$ cat config.mk
export PLATFORM = sky130hd
export DESIGN_NAME = rpn_stack_alu
export DESIGN_NICKNAME = d
export VERILOG_FILES = /design/src/rtl/rpn_stack_alu.sv
export SDC_FILE = /design/constraint.sdc
export NUM_CORES = 1
export LEC_CHECK = 0
export BUFFER_PORTS_ARGS = -buffer_cell sky130_fd_sc_hd__buf_2
export CELL_PAD_IN_SITES_DETAIL_PLACEMENT = 2
export CELL_PAD_IN_SITES_GLOBAL_PLACEMENT = 2
export CORE_ASPECT_RATIO = 1.25
export CORE_MARGIN = 5
export CORE_UTILIZATION = 42
export DETAILED_ROUTE_END_ITERATION = 10
export PLACE_DENSITY_LB_ADDON = 0.1
export SYNTH_ARGS = -nofsm -noshare
export SYNTH_HDL_FRONTEND = slang
export SYNTH_SLANG_ARGS = --single-unit
export TNS_END_PERCENT = 1
$ cat constraint.sdc
create_clock -name clk -period 11.3 [get_ports clk]
set_input_delay 1.13 -clock clk [delete_from_list [all_inputs] [get_ports clk]]
set_output_delay 1.13 -clock clk [all_outputs]
set_load 0.05 [all_outputs]
$ cat src/rtl/rpn_stack_alu.sv
// Purpose: DEPTH-entry RPN operand stack executing ADD/SUB/MUL/DIV/POP/DUP/SWAP/CLR on strobes.
// Latency: non-DIV commands act on the sampling edge; res_ready/err pulse the next cycle; DIV runs WIDTH busy cycles.
// Backpressure: none; any strobe while busy is dropped with a BUSY error. Divider built only when RPN_DIV_EN is defined.
module rpn_stack_alu #(
  parameter int WIDTH = 16,
  parameter int DEPTH = 8
) (
  input  logic                       clk,
  input  logic                       rst,
  input  logic                       op_en,
  input  logic [3:0]                 op,
  input  logic                       num_en,
  input  logic [WIDTH-1:0]           num,
  output logic [WIDTH-1:0]           res_value,
  output logic                       res_ready,
  output logic                       busy,
  output logic                       err,
  output logic [2:0]                 err_code,
  output logic [$clog2(DEPTH+1)-1:0] level
);

  localparam int LVL_W = $clog2(DEPTH+1);
  localparam int IDX_W = $clog2(DEPTH);
  localparam logic [LVL_W-1:0] LVL_FULL = LVL_W'(DEPTH);

  localparam logic [3:0] OP_ADD  = 4'd0;
  localparam logic [3:0] OP_SUB  = 4'd1;
  localparam logic [3:0] OP_MUL  = 4'd2;
  localparam logic [3:0] OP_DIV  = 4'd3;
  localparam logic [3:0] OP_POP  = 4'd4;
  localparam logic [3:0] OP_DUP  = 4'd5;
  localparam logic [3:0] OP_SWAP = 4'd6;
  localparam logic [3:0] OP_CLR  = 4'd7;

  localparam logic [2:0] ERR_NONE    = 3'd0;
  localparam logic [2:0] ERR_OVF     = 3'd1;
  localparam logic [2:0] ERR_UNF     = 3'd2;
  localparam logic [2:0] ERR_ILLEGAL = 3'd4;
  localparam logic [2:0] ERR_BUSY    = 3'd5;
`ifdef RPN_DIV_EN
  localparam logic [2:0] ERR_DIVZ    = 3'd3;
`endif

  // Operand storage; validity of each entry is defined purely by level.
  logic [WIDTH-1:0] stk [DEPTH];

  logic [LVL_W-1:0] lvl_m1, lvl_m2;
  logic [IDX_W-1:0] t_idx, n_idx, p_idx;
  logic [WIDTH-1:0] t_val, n_val, alu_res;
  logic             full, has1, has2;

  logic             do_push, do_bin, do_pop, do_dup, do_swap, do_clr;
  logic             err_nxt;
  logic [2:0]       code_nxt;

  assign lvl_m1 = level - LVL_W'(1);
  assign lvl_m2 = level - LVL_W'(2);
  assign t_idx  = lvl_m1[IDX_W-1:0];
  assign n_idx  = lvl_m2[IDX_W-1:0];
  assign p_idx  = level[IDX_W-1:0];
  assign t_val  = stk[t_idx];
  assign n_val  = stk[n_idx];
  assign full   = (level == LVL_FULL);
  assign has1   = (level != '0);
  assign has2   = (level >= LVL_W'(2));

  // Single-cycle arithmetic: N op T, truncated to WIDTH bits.
  always_comb begin
    alu_res = '0;
    case (op)
      OP_ADD:  alu_res = n_val + t_val;
      OP_SUB:  alu_res = n_val - t_val;
      OP_MUL:  alu_res = n_val * t_val;
      default: alu_res = '0;
    endcase
  end

`ifdef RPN_DIV_EN
  localparam int CNT_W = $clog2(WIDTH);

  typedef enum logic {S_IDLE, S_DIV} state_t;

  state_t           state_q, state_nxt;
  logic             do_div;
  logic [WIDTH-1:0] div_quo, div_rem, div_den, rem_nxt, div_result;
  logic [WIDTH:0]   rem_sh, rem_sub;
  logic [CNT_W-1:0] div_cnt;
  logic             div_ge, div_last, div_done;

  assign busy = (state_q == S_DIV);

  // One restoring step: bring in the next dividend bit, subtract if it fits.
  assign rem_sh     = {div_rem, div_quo[WIDTH-1]};
  assign rem_sub    = rem_sh - {1'b0, div_den};
  assign div_ge     = ~rem_sub[WIDTH];
  assign rem_nxt    = div_ge ? rem_sub[WIDTH-1:0] : rem_sh[WIDTH-1:0];
  assign div_last   = (div_cnt == CNT_W'(WIDTH-1));
  assign div_done   = busy && div_last;
  assign div_result = {div_quo[WIDTH-2:0], div_ge};

  // FSM state register; reset aborts any division in flight.
  always_ff @(posedge clk or posedge rst) begin
    if (rst) state_q <= S_IDLE;
    else     state_q <= state_nxt;
  end

  // FSM next state: enter DIV on an accepted divide, leave after WIDTH steps.
  always_comb begin
    state_nxt = state_q;
    case (state_q)
      S_IDLE:  if (do_div) state_nxt = S_DIV;
      S_DIV:   if (div_last) state_nxt = S_IDLE;
      default: state_nxt = S_IDLE;
    endcase
  end

  // Divider datapath: load N/T on acceptance, then shift one quotient bit per cycle.
  always_ff @(posedge clk or posedge rst) begin
    if (rst) begin
      div_quo <= '0;
      div_rem <= '0;
      div_den <= '0;
      div_cnt <= '0;
    end else if (do_div) begin
      div_quo <= n_val;
      div_rem <= '0;
      div_den <= t_val;
      div_cnt <= '0;
    end else if (busy) begin
      div_quo <= div_result;
      div_rem <= rem_nxt;
      div_cnt <= div_cnt + CNT_W'(1);
    end
  end
`else
  assign busy = 1'b0;
`endif

  // Command decode: pick the single action or error for this cycle's strobes.
  always_comb begin
    do_push  = 1'b0;
    do_bin   = 1'b0;
    do_pop   = 1'b0;
    do_dup   = 1'b0;
    do_swap  = 1'b0;
    do_clr   = 1'b0;
    err_nxt  = 1'b0;
    code_nxt = ERR_NONE;
`ifdef RPN_DIV_EN
    do_div   = 1'b0;
`endif
    if (op_en || num_en) begin
      if (busy) begin
        err_nxt  = 1'b1;
        code_nxt = ERR_BUSY;
      end else if (op_en && num_en) begin
        err_nxt  = 1'b1;
        code_nxt = ERR_ILLEGAL;
      end else if (num_en) begin
        if (full) begin
          err_nxt  = 1'b1;
          code_nxt = ERR_OVF;
        end else begin
          do_push = 1'b1;
        end
      end else begin
        case (op)
          OP_ADD, OP_SUB, OP_MUL: begin
            if (has2) do_bin = 1'b1;
            else begin
              err_nxt  = 1'b1;
              code_nxt = ERR_UNF;
            end
          end
          OP_DIV: begin
`ifdef RPN_DIV_EN
            if (!has2) begin
              err_nxt  = 1'b1;
              code_nxt = ERR_UNF;
            end else if (t_val == '0) begin
              err_nxt  = 1'b1;
              code_nxt = ERR_DIVZ;
            end else begin
              do_div = 1'b1;
            end
`else
            err_nxt  = 1'b1;
            code_nxt = ERR_ILLEGAL;
`endif
          end
          OP_POP: begin
            if (has1) do_pop = 1'b1;
            else begin
              err_nxt  = 1'b1;
              code_nxt = ERR_UNF;
            end
          end
          OP_DUP: begin
            if (!has1) begin
              err_nxt  = 1'b1;
              code_nxt = ERR_UNF;
            end else if (full) begin
              err_nxt  = 1'b1;
              code_nxt = ERR_OVF;
            end else begin
              do_dup = 1'b1;
            end
          end
          OP_SWAP: begin
            if (has2) do_swap = 1'b1;
            else begin
              err_nxt  = 1'b1;
              code_nxt = ERR_UNF;
            end
          end
          OP_CLR:  do_clr = 1'b1;
          default: begin
            err_nxt  = 1'b1;
            code_nxt = ERR_ILLEGAL;
          end
        endcase
      end
    end
  end

  // Control state: occupancy, result register and status pulses.
  always_ff @(posedge clk or posedge rst) begin
    if (rst) begin
      level     <= '0;
      res_value <= '0;
      res_ready <= 1'b0;
      err       <= 1'b0;
      err_code  <= ERR_NONE;
    end else begin
      res_ready <= do_pop;
      err       <= err_nxt;
      if (err_nxt) err_code <= code_nxt;
      if (do_pop) res_value <= t_val;
      if (do_push || do_dup)        level <= level + LVL_W'(1);
      else if (do_bin || do_pop)    level <= lvl_m1;
      else if (do_clr)              level <= '0;
`ifdef RPN_DIV_EN
      else if (div_done)            level <= lvl_m1;
`endif
    end
  end

  // Stack storage writes; contents above level are don't-care, so no reset.
  always_ff @(posedge clk) begin
    if (do_push) begin
      stk[p_idx] <= num;
    end else if (do_bin) begin
      stk[n_idx] <= alu_res;
    end else if (do_dup) begin
      stk[p_idx] <= t_val;
    end else if (do_swap) begin
      stk[t_idx] <= n_val;
      stk[n_idx] <= t_val;
    end
`ifdef RPN_DIV_EN
    else if (div_done) begin
      stk[n_idx] <= div_result;
    end
`endif
  end

endmodule

-- Yosys cells after proc, flatten, opt, wreduce, memory -nomap -nowiden
Memory sizes are Yosys's and may differ from the RTL's.
Index checks and enable logic that the tools add are counted.
- register bits: 25
- bits in writable memories: 128
- input port bits: 24
- logic and storage cells: 98
- memories: 1
- memories (name ; depth ; width ; read ports ; clocked after memory_dff ; wr ports ; line ; RTL):
    stk ; 8 ; 16 ; 2 ; 0 ; 2 ; 45 ; logic [WIDTH-1:0] stk [DEPTH];
- add/subtract/negate cells: 5
- multipliers: 1
- $lt $le $gt $ge: 1
- eq/ne operators: 7
- muxes and demuxes: 66
- bitwise operators: 2
- reductions and logical operators: 10
- operators by type and width (cell ; count):
    $mux W1 ; 50
    $mux W16 ; 3
    $pmux W16 S3 ; 1
    $add A16 B16 Y16 ; 1
    $eq A4 B3 Y1 const B ; 4
    $mul A16 B16 Y16 ; 1
    $reduce_or A16 Y1 ; 1
    $sub A16 B16 Y16 ; 1
    $mux W3 ; 4
    $mux W4 ; 3
    $pmux W3 S4 ; 1
    $mux W2 ; 3
    $add A4 B1 Y4 const B ; 1
    $eq A4 B1 Y1 const B ; 1
    $eq A4 B2 Y1 const B ; 1
    $eq A4 B4 Y1 const B ; 1
    $ge A4 B2 Y1 const B ; 1
    $logic_not A4 Y1 ; 1
    $pmux W1 S4 ; 1
    $reduce_bool A4 Y1 ; 1
    $reduce_or A4 Y1 ; 1
    $sub A4 B1 Y4 const B ; 1
    $logic_or A1 B1 Y1 ; 3
    $reduce_bool A3 Y1 ; 1
    other kinds (4) ; 5

-- Longest topological paths before layout
Gate-level depths: netlist of the first run.
- depth in word-level cells: 14
- depth in mapped cells: 36
- depth with buffers taken out: 28

-- Least setup slack after synthesis of the first run
Ideal clock, no wire load.
- path kind: register to register
- from: reg level[1]
- to: mem stk[7][14], data pin
- setup time: 0.300 ns
- data arrival time: 8.344 ns
- path slack: 2.656 ns
- stages on the path, launching flop included: 32
- path buffers: 8
- cells stage by stage: dfrtp_1 -> buf_2 -> buf_2 -> buf_2 -> inv_1 -> ha_1 -> buf_6 -> buf_6 -> buf_2 -> buf_4 -> mux2i_1 -> o22ai_1 -> a211oi_1 -> clkbuf_1 -> nor2_1 -> fa_1 -> inv_1 -> fa_1 -> fa_1 -> fa_1 -> inv_1 -> fa_1 -> inv_1 -> fa_1 -> inv_1 -> ha_1 -> nand2_1 -> o211ai_1 -> o31ai_1 -> xnor2_1 -> a221oi_1 -> a2111oi_0
- RTL lines (element ; line ; RTL):
    start, declared ; 19 ; output logic [$clog2(DEPTH+1)-1:0] level
    start signal, assigned ; 239 ; if (do_push || do_dup) level <= level + LVL_W'(1);
    start signal, assigned ; 240 ; else if (do_bin || do_pop) level <= lvl_m1;
    end, declared ; 45 ;

==> results of run 1 <==
-- state kept, by name, indices dropped and copies added (netlist names) --
signal     count
err_code       3
stk          128
res_value     16
err            1
res_ready      1
level          4
-- synth_stat cells, types with 11 or more instances --
master    instances
a21oi_1          82
a31oi_1          17
buf_2            15
clkbuf_1         55
dfrtp_1          25
edfxtp_1        128
fa_1             81
ha_1             72
inv_1           149
mux2i_1         115
mux4_2           42
nand2_1         101
nand2b_1         26
nand3_1          34
nor2_1          151
nor3_1           29
o21ai_0          68
o21ai_1          11
o22ai_1          22
or2_2            16
xnor2_1          38
xor2_1           14
-- worst register-to-register path, cell delays in order, from the launching register on --
cell      delay [ns]
dfrtp_4         0.68
inv_2           0.10
ha_2            0.98
clkinv_1        0.65
nand3_1         0.24
o211ai_1        0.15
a21oi_2         0.71
or2_2           0.25
fa_1            0.43
fa_1            0.58
fa_1            0.45
fa_1            0.55
inv_1           0.07
fa_1            0.50
inv_1           0.06
fa_1            0.48
inv_1           0.04
ha_1            0.33
nand2_1         0.10
o211ai_1        0.12
o31ai_1         0.29
xnor2_1         0.19
a221oi_1        1.10
nor3_1          0.19
-- path summary, 6_finish.rpt --
check / from / endpoint / slack (ns) / cells after the start
setup / recovery: level[0] / stk[5][14] / 1.75 / 23
max in group asynchronous: rst / level[0] / 9.67 / 2
min in group asynchronous: rst / res_value[4] / 0.91 / 2
hold reg to reg: res_value[11] / res_value[11] / 0.48 / 2
hold / removal: res_value[11] / res_value[11] / 0.48 / 2
setup reg to reg: level[0] / stk[5][14] / 1.75 / 23
-- through the flow --
stage	cells	hold WS [ns]
finish	1900	0.477
global placement	1867	0.460
CTS	1899	0.484
global route	1899	0.519
detailed placement	1867	0.469
floorplan	1440	0.662
-- logic make-up after synthesis --
group / after synthesis / synth area share, %
AOI/OAI and AO/OA: 266 / 11.3
xor gates and xnor gates: 58 / 4.05
adders and majority gates: 153 / 17.7
buffers and inverters: 246 / 7.34
DFF: 153 / 31.3
muxes: 168 / 15.8
other: 1 / 0.0263
and+or+nand+nor: 395 / 12.5
-- metal layers --
metal	share of wire, %	wire length [um]
met1	39	21600
met2	52	29000
met3	4.3	2360
met4	4.7	2590
met5	0	0
-- layout make-up --
class                           count  area [um2]
Antenna cell                        1        2.50
Clock buffer                       19         433
Clock inverter                     13         193
Fill cell                        3584       17900
Inverter                          151         567
Multi-Input combinational cell   1041        8880
Sequential cell                   153        4470
Tap cell                          423         529
Timing Repair Buffer               99         623
==> flow_summary.toml, run 1 <==
[cells_and_area]
final_core_util_pct = 46.7
mostFrequentLayoutCells = "149 x nor2_1, 149 x inv_1, 128 x edfxtp_1"
final_nets = 1640
areaGrowthSynthToFinish_pct = 10.0
final_area_um2 = 15700
drive_gt1_share_pct = 15.7

[logic_synthesis]
synth_area_leaders = "edfxtp_1 27%, fa_1 11%, mux2i_1 8.1%, mux4_2 6.6%, ha_1 6.3%"
synthFlopType = "edfxtp_1"
synth_area_leader_cell = "edfxtp_1"
ys_ff_latch = 153
ys_seq_area_share_pct = 31.3
synthCells = 1440
syn_area_um2 = 14300
yosysWarningCount = 0
synth.avg_cell_area_um2 = 9.91
ys_types = 77
synth_top_area_share_pct = 26.9
synth_nets = 1617
synth_edf_count = 128
ys_async_sr_fraction_pct = 16.3

[sta]
period_share_pct = 84.5
period_needed_ns = 9.55
hold_violations = 0
slew_viol_final = 0
setup-tns-final_ns = 0
rsz0062_at_grt = "false"
worstMarginPinSlew_ns = 1.29
fin_skew_ns = 0.0108
setup_violations = 0
slew_headroom_pct = 13.7
layout_setup_ws_ns = 1.75
fmax_mhz = 105

[global_route]
grt_overflow = 0
antenna_found_initial = 0
track_usage_pct = 29.5
gr-usage-met1_pct = 35.4
grt_max_degree = 57
grt_pass1_wl_um = 83000
grt_pass1_vias = 13200
gr-usage-met2_pct = 53.2
use_met3_pct = 3.38
grt.busiest_layer = "met2"

[floorplanning]
die_w_um = 175
rows = 75
fp.coreArea_um2 = 33600
die_h_um = 216
initial_core_util_pct = 42.5
ios = 50
dieArea_um2 = 37800

[worst_setup_path]
arrival_ns = 9.69
cp_data_required_time_ns = 11.44
cp-end-kind = "register"
crit_fanout = 33
crit_buf_inv = 5
crit_family = "adder cells"
worstPathCellList = "inv_2, ha_2, clkinv_1, nand3_1, o211ai_1, a21oi_2, or2_2, fa_1, fa_1, fa_1, fa_1, inv_1, fa_1, inv_1, fa_1, inv_1, ha_1, nand2_1, o211ai_1, o31ai_1, xnor2_1, a221oi_1, nor3_1"
crit_slowest_cell = "a221oi_1"
setup.worst_path.start_class = "register"
critical_path.most_common_cell = "fa_1"
critPathMaxStageDelay_ns = 1.10
path_class = "reg -> reg"

[cts]
numCtsBuffers = 17
clk_path_buf_depth = 2
clk_pin_slew_worst_paths_ns = 0.07
htree_num_levels = 4
tritoncts = "yes"
hold_buffers = 0
post_cts_buffers = 0
root_buffer = "clkbuf_16"
cts.repair.resized = 0
clock_latency_ns = 0.45
clock-sinks = 153

[worst_hold_path]
hold_path_class = "reg -> reg"

[placement]
hpwlAfterDp_um = 40300
gp_congestion = 0.882
dpl_cell_area_um2 = 15100
port_buffers = 48
post-place-ws_ns = 1.85

[drt]
post_drt_wl_per_cell_um = 29.2
post_drt_via_cell_ratio = 6.23
vias = 11800
drtIter0Drc = 777
drtAntennaViolNets = 0
drt-pass1-iter-count = 5
wl_um = 55500
drc = 0

[flow_run]
max_cap_violations = 0

[status]
status = "complete, no violations"
Power of run 1 is left out: the tool's default activity adds up to more than one toggle a clock period on the data nets, which glitch-free logic cannot reach.
==> run 2, diff against run 1 <==
--- a/config.mk
+++ b/config.mk
@@ -5,12 +5,13 @@
 export SDC_FILE = /design/constraint.sdc
 export NUM_CORES = 1
 export LEC_CHECK = 0
+export ABC_AREA = 1
 export BUFFER_PORTS_ARGS = -buffer_cell sky130_fd_sc_hd__buf_2
 export CELL_PAD_IN_SITES_DETAIL_PLACEMENT = 2
 export CELL_PAD_IN_SITES_GLOBAL_PLACEMENT = 2
 export CORE_ASPECT_RATIO = 1.25
 export CORE_MARGIN = 5
-export CORE_UTILIZATION = 42
+export CORE_UTILIZATION = 37
 export DETAILED_ROUTE_END_ITERATION = 10
 export PLACE_DENSITY_LB_ADDON = 0.1
 export SYNTH_ARGS = -nofsm -noshare
==> constraint.sdc (replaced) <==
create_clock -name clk -period 8.9 [get_ports clk]
set_input_delay 0.89 -clock clk [delete_from_list [all_inputs] [get_ports clk]]
set_output_delay 0.89 -clock clk [all_outputs]
set_load 0.05 [all_outputs]
==> flow_summary.toml, run 2 <==
[placement]
post-place-ws_ns = 0.640
placed_cells = 2686
hpwlAfterDp_um = 46600
gp_congestion = 0.869
port_buffers = 48

[cts]
cts.repair.resized = 0
root_buffer = "clkbuf_16"
clk_path_buf_depth = 2
post_cts_buffers = 0
clock_latency_ns = 0.45
htree_num_levels = 4
hold_buffers = 0
numCtsBuffers = 17
clk_pin_slew_worst_paths_ns = 0.07
clock-sinks = 153
tritoncts = "yes"

[sta]
setup_violations = 0
period_needed_ns = 8.36
slew_headroom_pct = 19.0
hold_violations = 0
rsz0062_at_grt = "false"
fmax_mhz = 120
slew_viol_final = 0
setup-tns-final_ns = 0
period_share_pct = 93.9
layout_setup_ws_ns = 0.542
worstMarginPinSlew_ns = 1.21
fin_skew_ns = 0.0178

[floorplanning]
fp.coreArea_um2 = 40800
ios = 50
die_w_um = 191
rows = 83
initial_core_util_pct = 37.2
dieArea_um2 = 45200
die_h_um = 236

[worst_setup_path]
cp-end-kind = "register"
arrival_ns = 8.49
critPathMaxStageDelay_ns = 0.57
path_class = "reg -> reg"
setup.worst_path.start_class = "register"
crit_slowest_cell = "nand2_1"
cp_data_required_time_ns = 9.04
crit_fanout = 29

[cells_and_area]
mostFrequentLayoutCells = "744 x nand2_1, 332 x inv_1, 226 x o21ai_0"
fillers = 4966
areaGrowthSynthToFinish_pct = 8.71
stdcell_count = 2718
largest_reg_flops = 128
multi_input_area_um2 = 8890
final_nets = 2330
largest_register = "stk"
drive_gt1_share_pct = 7.43
regArea_um2 = 4470
final_common_cell = "nand2_1"
final_core_util_pct = 40.4
n_antenna_cell = 0
reg.largest.list = "stk: 128 flops, res_value: 16 flops, level: 4 flops"

[global_route]
gr-usage-met1_pct = 33.7
grt_max_degree = 212
grt_overflow = 0
track_usage_pct = 28.1
grt_pass1_vias = 16300
use_met3_pct = 1.92
grt_pass1_wl_um = 96800
gr-usage-met2_pct = 53.3
grt.busiest_layer = "met2"
antenna_found_initial = 0

[drt]
vias = 14800
post_drt_via_cell_ratio = 5.46
drtIter0Drc = 709
wl_um = 63600
drtAntennaViolNets = 0
drt-pass1-iter-count = 5
post_drt_wl_per_cell_um = 23.4
drc = 0

[logic_synthesis]
yosysWarningCount = 0
synthFlopType = "edfxtp_1"
syn_area_um2 = 15200
synth.most_common_cell = "nand2_1"
ys_types = 51
synth_area_leader_cell = "edfxtp_1"
synth_area_leaders = "edfxtp_1 25%, nand2_1 18%, fa_1 11%, inv_1 8.2%, o21ai_0 7.7%"
ys_async_sr_fraction_pct = 16.3
ys_seq_area_share_pct = 29.5
ys_ff_latch = 153
synth_edf_count = 128
yosys-top-cells-count = "744 x nand2_1, 332 x inv_1, 234 x o21ai_0, 129 x nor2_1, 128 x edfxtp_1"
synth_top_area_share_pct = 25.3
synth_nets = 2341
synth.avg_cell_area_um2 = 7.01
synthCells = 2164

[status]
status = "complete, no violations"

[flow_run]
max_cap_violations = 0

[worst_hold_path]
hold_path_class = "reg -> reg"
[run 2: layout make-up]
class	instances	area share [%]
repair buffers	79	3.02
flip-flops and latches	153	27.1
clock inverters	15	1.34
inverters	345	7.85
multi-input cells	1557	53.9
well taps	552	4.19
clock buffers	17	2.58
[run 2: critical path, delay by kind of cell, from the launching register on]
kind | cells | cell delay, ns
fa+ha+maj | 8 | 3.13
compound gates | 10 | 2.07
buf+inv | 8 | 1.36
simple gates | 7 | 1.07
flops | 1 | 0.40
[run 2: logic make-up after synthesis]
family          synth area share, %
simple gates                   25.0
other cells                  0.0247
buf+inv                        12.4
xor+xnor                       1.56
flops                          29.5
fa+ha+maj                      16.6
compound gates                 14.9
[run 2: layer usage]
metal,vias up,part of all wire [%]
met5,-,0
met4,0,3.1
met3,96,2.6
met2,247,54
met1,7677,41
li1,6816,-
[run 2: worst paths after layout]
kind | slack, ns | depth (start not counted) | to | startpoint
min in group asynchronous | 0.71 | 2 | level[3] | rst
max reg2reg | 0.54 | 33 | stk[4][14] | level[1]
min | 0.49 | 2 | res_value[5] | res_value[5]
min reg2reg | 0.49 | 2 | res_value[5] | res_value[5]
max in group asynchronous | 7.39 | 2 | level[0] | rst
max | 0.54 | 33 | stk[4][14] | level[1]
[run 2: metrics by stage]
step                      hold WS (ns)  instance area (um2)
after global routing             0.525                16500
after floorplan                  0.722                15200
after detailed placement         0.478                15800
after global placement           0.464                15800
after CTS                        0.495                16500
final                            0.488                16500
Power of run 2 is left out for the same reason.
